File: src/rtl/mem_port_if.sv
// Handshake bundle between the fetch/memory pipeline stages, the arbiter and the unified memory.
// The slave modport is the arbiter's view; master is the surrounding pipeline plus memory.
interface mem_port_if #(
    parameter int ADDR_W = 32,
    parameter int DATA_W = 32
);
    logic              if_req;
    logic [ADDR_W-1:0] if_addr;
    logic [DATA_W-1:0] if_rdata;
    logic              if_ready;

    logic              dm_req;
    logic              dm_we;
    logic [ADDR_W-1:0] dm_addr;
    logic [DATA_W-1:0] dm_wdata;
    logic [DATA_W-1:0] dm_rdata;
    logic              dm_ready;

    logic              mem_valid;
    logic              mem_we;
    logic [ADDR_W-1:0] mem_addr;
    logic [DATA_W-1:0] mem_wdata;
    logic [DATA_W-1:0] mem_rdata;
    logic              mem_ack;

    modport slave (
        input  if_req, if_addr, dm_req, dm_we, dm_addr, dm_wdata, mem_rdata, mem_ack,
        output if_rdata, if_ready, dm_rdata, dm_ready, mem_valid, mem_we, mem_addr, mem_wdata
    );

    modport master (
        output if_req, if_addr, dm_req, dm_we, dm_addr, dm_wdata, mem_rdata, mem_ack,
        input  if_rdata, if_ready, dm_rdata, dm_ready, mem_valid, mem_we, mem_addr, mem_wdata
    );
endinterface

File: src/rtl/mem_port_arbiter.sv
// Shares one single-ported memory between instruction fetch and data access, data first.
// Define ARB_STARVE_GUARD_EN to force a fetch grant after MAX_STARVE back-to-back data grants.
module mem_port_arbiter #(
    parameter int ADDR_W     = 32,
    parameter int DATA_W     = 32,
    parameter int MAX_STARVE = 4
) (
    input  logic       clk,
    input  logic       rst,
    mem_port_if.slave  bus,
    output logic       stall_f,
    output logic       stall_m
);
    typedef enum logic [1:0] {IDLE, BUSY, RESP} state_t;

    state_t            state;
    logic              own;
    logic              mem_valid_q;
    logic              mem_we_q;
    logic [ADDR_W-1:0] mem_addr_q;
    logic [DATA_W-1:0] mem_wdata_q;
    logic [DATA_W-1:0] if_rdata_q;
    logic [DATA_W-1:0] dm_rdata_q;
    logic              if_ready_q;
    logic              dm_ready_q;
    logic              grant_data;

    if (MAX_STARVE < 1 || MAX_STARVE > 15) begin : g_bad_max_starve
        $error("mem_port_arbiter: MAX_STARVE must be within 1..15");
    end

`ifdef ARB_STARVE_GUARD_EN
    logic [3:0] starve_cnt;

    // Counts data grants that bypassed a waiting fetch; any fetch grant or uncontested data grant clears it.
    assign grant_data = !(bus.if_req && (starve_cnt == 4'(MAX_STARVE)));

    always_ff @(posedge clk or posedge rst) begin
        if (rst) begin
            starve_cnt <= '0;
        end else if (state == IDLE) begin
            if (bus.dm_req && grant_data) begin
                if (!bus.if_req) begin
                    starve_cnt <= '0;
                end else if (starve_cnt != 4'(MAX_STARVE)) begin
                    starve_cnt <= starve_cnt + 4'd1;
                end
            end else if (bus.if_req) begin
                starve_cnt <= '0;
            end
        end
    end
`else
    assign grant_data = 1'b1;
`endif

    always_ff @(posedge clk or posedge rst) begin
        if (rst) begin
            state       <= IDLE;
            own         <= 1'b0;
            mem_valid_q <= 1'b0;
            mem_we_q    <= 1'b0;
            mem_addr_q  <= '0;
            mem_wdata_q <= '0;
            if_rdata_q  <= '0;
            dm_rdata_q  <= '0;
            if_ready_q  <= 1'b0;
            dm_ready_q  <= 1'b0;
        end else begin
            case (state)
                IDLE: begin
                    if (bus.dm_req && grant_data) begin
                        own         <= 1'b1;
                        mem_valid_q <= 1'b1;
                        mem_we_q    <= bus.dm_we;
                        mem_addr_q  <= bus.dm_addr;
                        mem_wdata_q <= bus.dm_wdata;
                        state       <= BUSY;
                    end else if (bus.if_req) begin
                        own         <= 1'b0;
                        mem_valid_q <= 1'b1;
                        mem_we_q    <= 1'b0;
                        mem_addr_q  <= bus.if_addr;
                        state       <= BUSY;
                    end
                end
                // Request fields stay frozen until the memory acknowledges; stores still capture read data.
                BUSY: begin
                    if (bus.mem_ack) begin
                        mem_valid_q <= 1'b0;
                        if (own) begin
                            dm_rdata_q <= bus.mem_rdata;
                            dm_ready_q <= 1'b1;
                        end else begin
                            if_rdata_q <= bus.mem_rdata;
                            if_ready_q <= 1'b1;
                        end
                        state <= RESP;
                    end
                end
                RESP: begin
                    if_ready_q <= 1'b0;
                    dm_ready_q <= 1'b0;
                    state      <= IDLE;
                end
                default: begin
                    mem_valid_q <= 1'b0;
                    if_ready_q  <= 1'b0;
                    dm_ready_q  <= 1'b0;
                    state       <= IDLE;
                end
            endcase
        end
    end

    assign bus.mem_valid = mem_valid_q;
    assign bus.mem_we    = mem_we_q;
    assign bus.mem_addr  = mem_addr_q;
    assign bus.mem_wdata = mem_wdata_q;
    assign bus.if_rdata  = if_rdata_q;
    assign bus.if_ready  = if_ready_q;
    assign bus.dm_rdata  = dm_rdata_q;
    assign bus.dm_ready  = dm_ready_q;

    assign stall_f = bus.if_req & ~if_ready_q;
    assign stall_m = bus.dm_req & ~dm_ready_q;
endmodule
File: src/flat_wrapper.sv
// flat-port wrapper written by rule: the top's interface ports become plain ports
module mem_port_arbiter_flat 
#(
    parameter int ADDR_W     = 32,
    parameter int DATA_W     = 32,
    parameter int MAX_STARVE = 4
)
  (clk, rst, stall_f, stall_m, bus_if_req, bus_if_addr, bus_dm_req, bus_dm_we, bus_dm_addr, bus_dm_wdata, bus_mem_rdata, bus_mem_ack, bus_if_rdata, bus_if_ready, bus_dm_rdata, bus_dm_ready, bus_mem_valid, bus_mem_we, bus_mem_addr, bus_mem_wdata);
  mem_port_if #(.ADDR_W(ADDR_W), .DATA_W(DATA_W)) bus_i ();
  input  logic clk;
  input  logic rst;
  output logic stall_f;
  output logic stall_m;
  input wire logic [$bits(bus_i.if_req)-1:0] bus_if_req;
  input wire logic [$bits(bus_i.if_addr)-1:0] bus_if_addr;
  input wire logic [$bits(bus_i.dm_req)-1:0] bus_dm_req;
  input wire logic [$bits(bus_i.dm_we)-1:0] bus_dm_we;
  input wire logic [$bits(bus_i.dm_addr)-1:0] bus_dm_addr;
  input wire logic [$bits(bus_i.dm_wdata)-1:0] bus_dm_wdata;
  input wire logic [$bits(bus_i.mem_rdata)-1:0] bus_mem_rdata;
  input wire logic [$bits(bus_i.mem_ack)-1:0] bus_mem_ack;
  output wire logic [$bits(bus_i.if_rdata)-1:0] bus_if_rdata;
  output wire logic [$bits(bus_i.if_ready)-1:0] bus_if_ready;
  output wire logic [$bits(bus_i.dm_rdata)-1:0] bus_dm_rdata;
  output wire logic [$bits(bus_i.dm_ready)-1:0] bus_dm_ready;
  output wire logic [$bits(bus_i.mem_valid)-1:0] bus_mem_valid;
  output wire logic [$bits(bus_i.mem_we)-1:0] bus_mem_we;
  output wire logic [$bits(bus_i.mem_addr)-1:0] bus_mem_addr;
  output wire logic [$bits(bus_i.mem_wdata)-1:0] bus_mem_wdata;
  assign bus_i.if_req = bus_if_req;
  assign bus_i.if_addr = bus_if_addr;
  assign bus_i.dm_req = bus_dm_req;
  assign bus_i.dm_we = bus_dm_we;
  assign bus_i.dm_addr = bus_dm_addr;
  assign bus_i.dm_wdata = bus_dm_wdata;
  assign bus_i.mem_rdata = bus_mem_rdata;
  assign bus_i.mem_ack = bus_mem_ack;
  assign bus_if_rdata = bus_i.if_rdata;
  assign bus_if_ready = bus_i.if_ready;
  assign bus_dm_rdata = bus_i.dm_rdata;
  assign bus_dm_ready = bus_i.dm_ready;
  assign bus_mem_valid = bus_i.mem_valid;
  assign bus_mem_we = bus_i.mem_we;
  assign bus_mem_addr = bus_i.mem_addr;
  assign bus_mem_wdata = bus_i.mem_wdata;
  mem_port_arbiter #(.ADDR_W(ADDR_W), .DATA_W(DATA_W), .MAX_STARVE(MAX_STARVE)) u_core (.clk(clk), .rst(rst), .bus(bus_i), .stall_f(stall_f), .stall_m(stall_m));
endmodule
File: config.mk
export PLATFORM = sky130hd
export DESIGN_NAME = mem_port_arbiter_flat
export DESIGN_NICKNAME = d
export VERILOG_FILES = /design/src/rtl/mem_port_if.sv /design/src/rtl/mem_port_arbiter.sv /design/src/flat_wrapper.sv
export SDC_FILE = /design/constraint.sdc
export NUM_CORES = 1
export LEC_CHECK = 0
export BUFFER_PORTS_ARGS = -buffer_cell sky130_fd_sc_hd__buf_2
export CORE_MARGIN = 3
export CORE_UTILIZATION = 42
export CTS_CLUSTER_SIZE = 30
export DETAILED_ROUTE_END_ITERATION = 10
export GPL_ROUTABILITY_DRIVEN = 0
export GPL_TIMING_DRIVEN = 0
export PLACE_DENSITY = 0.75
export RECOVER_POWER = 50
export SLEW_MARGIN = 20
export SYNTH_ARGS = -nofsm -noshare
export SYNTH_HDL_FRONTEND = slang
export SYNTH_SLANG_ARGS = --single-unit
File: constraint.sdc
create_clock -name clk -period 3.95 [get_ports clk]
set_input_delay 0.5925 -clock clk [delete_from_list [all_inputs] [get_ports clk]]
set_output_delay 0.5925 -clock clk [all_outputs]
set_load 0.05 [all_outputs]
==> results.yml <==
clocking:
  root_buffer: "clkbuf_16"
  tritoncts: "done"
  post_cts.repair.setup_buffers: 0
  clkTransAtPathRegs_ns: 0.06
  clk-insertion-delay-late_ns: 0.41
  h-tree-depth: 4
  clock-sinks: 135
  cts-hold-fix-buffers: 0
  ctsResizeCount: 0
  clockBufferDepth: 2
  numCtsBuffers: 17
cells_and_area:
  antennaDiodeCount: 0
  fillerInstances: 1052
  area_delta_synth_final_pct: 36.3
  final_nets: 759
  layout-drive-gt1-share: 0.663
  final_util: 0.594
worst_setup_path:
  cp_max_fo: 10
  path_delay_family: "buffers and inverters"
  slowest_delay_ns: 0.48
  cpMostUsedCell: "buf_2"
  path_buf_inv: 3
  cp_slowest_cell: "clkbuf_1"
  crit_required_ns: 3.36
  path_class: "in -> out"
  end_kind: "output pin"
  start_kind: "primary input"
  cp_cell_sequence: "buf_2, clkbuf_1, nor2b_1, buf_2"
  crit_arrival_ns: 1.75
synthesis:
  yosysUniqueCellTypes: 22
  syn_area_um2: 5570
  synth_area_leaders: "dfrtp_1 61%, mux2_2 26%, mux2_4 8.1%"
  yosysTopAreaCell: "dfrtp_1"
  syn_area_per_cell_um2: 16.6
  synth_nets: 470
  synth_top_area_frac: 0.606
  synthCells: 336
  ys_seq_area_frac: 0.606
  synth-seq-cells: 135
  yosysWarningCount: 0
drt:
  drc_errors: 0
  vias: 3836
  drt_iter0_markers: 106
  routed_wl_um: 13700
  drtAntennaViolNets: 0
  drtPass1Iterations: 4
  routedWlPerCell_um: 17.0
  via_per_inst: 4.74
grt:
  grt_pass1_wl_um: 21500
  overflow: 0
  antenna_found_initial: 0
  grt_util_all_layers: 0.191
  grt_pass1_vias: 4189
  grt_start_max_net_pins: 35
placement:
  port-buffer-count: 266
  hpwl_um: 10600
sta:
  tns_ns: 0
  setup_viol: 0
  fmax_mhz: 427
  tightest_slew_ns: 1.80
  fin_skew_ns: 0.0105
  fin_crit_sh: 0.593
  maxSlewHeadroom: -0.198
  hold_viol_final: 0
  fin_crit_ns: 2.34
  worst_hold_slack_ns: 0.188
  rsz0062_at_grt: "false"
  maxSlewViolCount: 66
die:
  die_y_um: 121
  die_area_um2: 14700
  rows: 41
  die_w_um: 121
  core_area_um2: 12800
  initial_core_util: 0.436
  ios: 268
run_status:
  status: "complete, but fails checks"
  violations: "capacitance limit, slew limit"
job:
  maxCapViolCount: 2
hold_path:
  hold_class: "in -> async"
==> final timing paths <==
kind / slack [ns] / depth (start not counted) / startpoint / endpoint
setup / recovery: 1.61 / 4 / bus_dm_req / stall_m
max in group asynchronous: 1.74 / 3 / rst / u_core.bus.if_rdata[28]
min in group clk: 0.40 / 2 / bus_dm_we / u_core.bus.mem_we
hold / removal: 0.19 / 2 / rst / u_core.bus.if_rdata[11]
hold reg to reg: 0.48 / 1 / u_core.bus.mem_valid / u_core.bus.mem_valid
setup reg to reg: 1.84 / 5 / u_core.state[1] / u_core.bus.if_rdata[13]
==> layer usage <==
| layer | vias to the layer above | share of wire | global-route usage |
|---|---|---|---|
| li1 | 1771 | - | - |
| met1 | 1903 | 0.39 | 0.222 |
| met4 | 0 | 0.012 | 0.0623 |
| met3 | 15 | 0.079 | 0.0727 |
| met2 | 147 | 0.52 | 0.328 |
| met5 | - | 0 | 0 |
==> registers in the layout, summed over array words and instances, names as in the netlist <==
name and flops:
u_core.bus.dm_rdata 32, u_core.bus.if_rdata 32, u_core.bus.mem_addr 32, u_core.bus.mem_wdata 32, u_core.state 2, u_core.bus.dm_ready 1, u_core.bus.if_ready 1, u_core.bus.mem_valid 1
u_core.bus.mem_we 1, u_core.own 1
==> cell families (layout without fill, tap and decap cells) <==
kind of cell	count (synthesis)	after routing	share of synthesized area
AOI/OAI and AO/OA	9	9	0.0106
buffers and inverters	21	323	0.0283
DFF	135	135	0.606
muxes	160	160	0.344
and+or+nand+nor	11	11	0.0110
==> Yosys cell counts (all sizes together) <==
library cell,count
a21o,1
a22o,1
a31oi,2
and2,2
and3b,1
buf,17
clkbuf,2
dfrtp,135
inv,2
mux2,160
nand2,2
nand2b,1
nor2,3
nor2b,2
o21a,2
o21ai,3
==> cells in the final DEF (no fill, tap or decap), drive strengths merged <==
cell type,n
a21o,1
a22o,1
a31oi,2
and2,2
and3b,1
buf,257
bufinv,3
clkbuf,52
clkinv,6
clkinvlp,4
dfrtp,135
inv,1
mux2,160
nand2,2
nand2b,1
nor2,3
nor2b,2
o21a,2
o21ai,3
==> area by class of cell <==
cell class | instances | area (um2) | area share
sequential | 135 | 3380 | 0.445
clock inverter | 12 | 150 | 0.0198
tap | 172 | 215 | 0.0284
timing repair buffer | 270 | 1360 | 0.179
inverter | 2 | 8.76 | 0.00115
clock buffer | 20 | 467 | 0.0615
buffer | 19 | 86.3 | 0.0114
multi-input combinational | 180 | 1930 | 0.254
==> worst register-to-register path, cell delays in order (launching register included) <==
cell and delay, ns:
dfrtp_1 0.43, and3b_1 0.27, and2_0 0.13, clkbuf_1 0.23
clkbuf_1 0.53, mux2_1 0.40
==> per-stage QoR <==
| step | worst slack [ns] | cell area (um2) | std cells |
|---|---|---|---|
| 6_report | 1.61 | 7590 | 810 |
| 5_1_grt | 1.29 | 7590 | 810 |
| 4_1_cts | 1.57 | 7820 | 810 |
| 3_5_place_dp | 1.58 | 7200 | 778 |
| 3_3_place_gp | 0.945 | 7120 | 774 |
| 2_1_floorplan | 1.51 | 5570 | 336 |
Power is not shown: default switching activity piles up to over one toggle a cycle in this logic, so the estimate is an artifact.
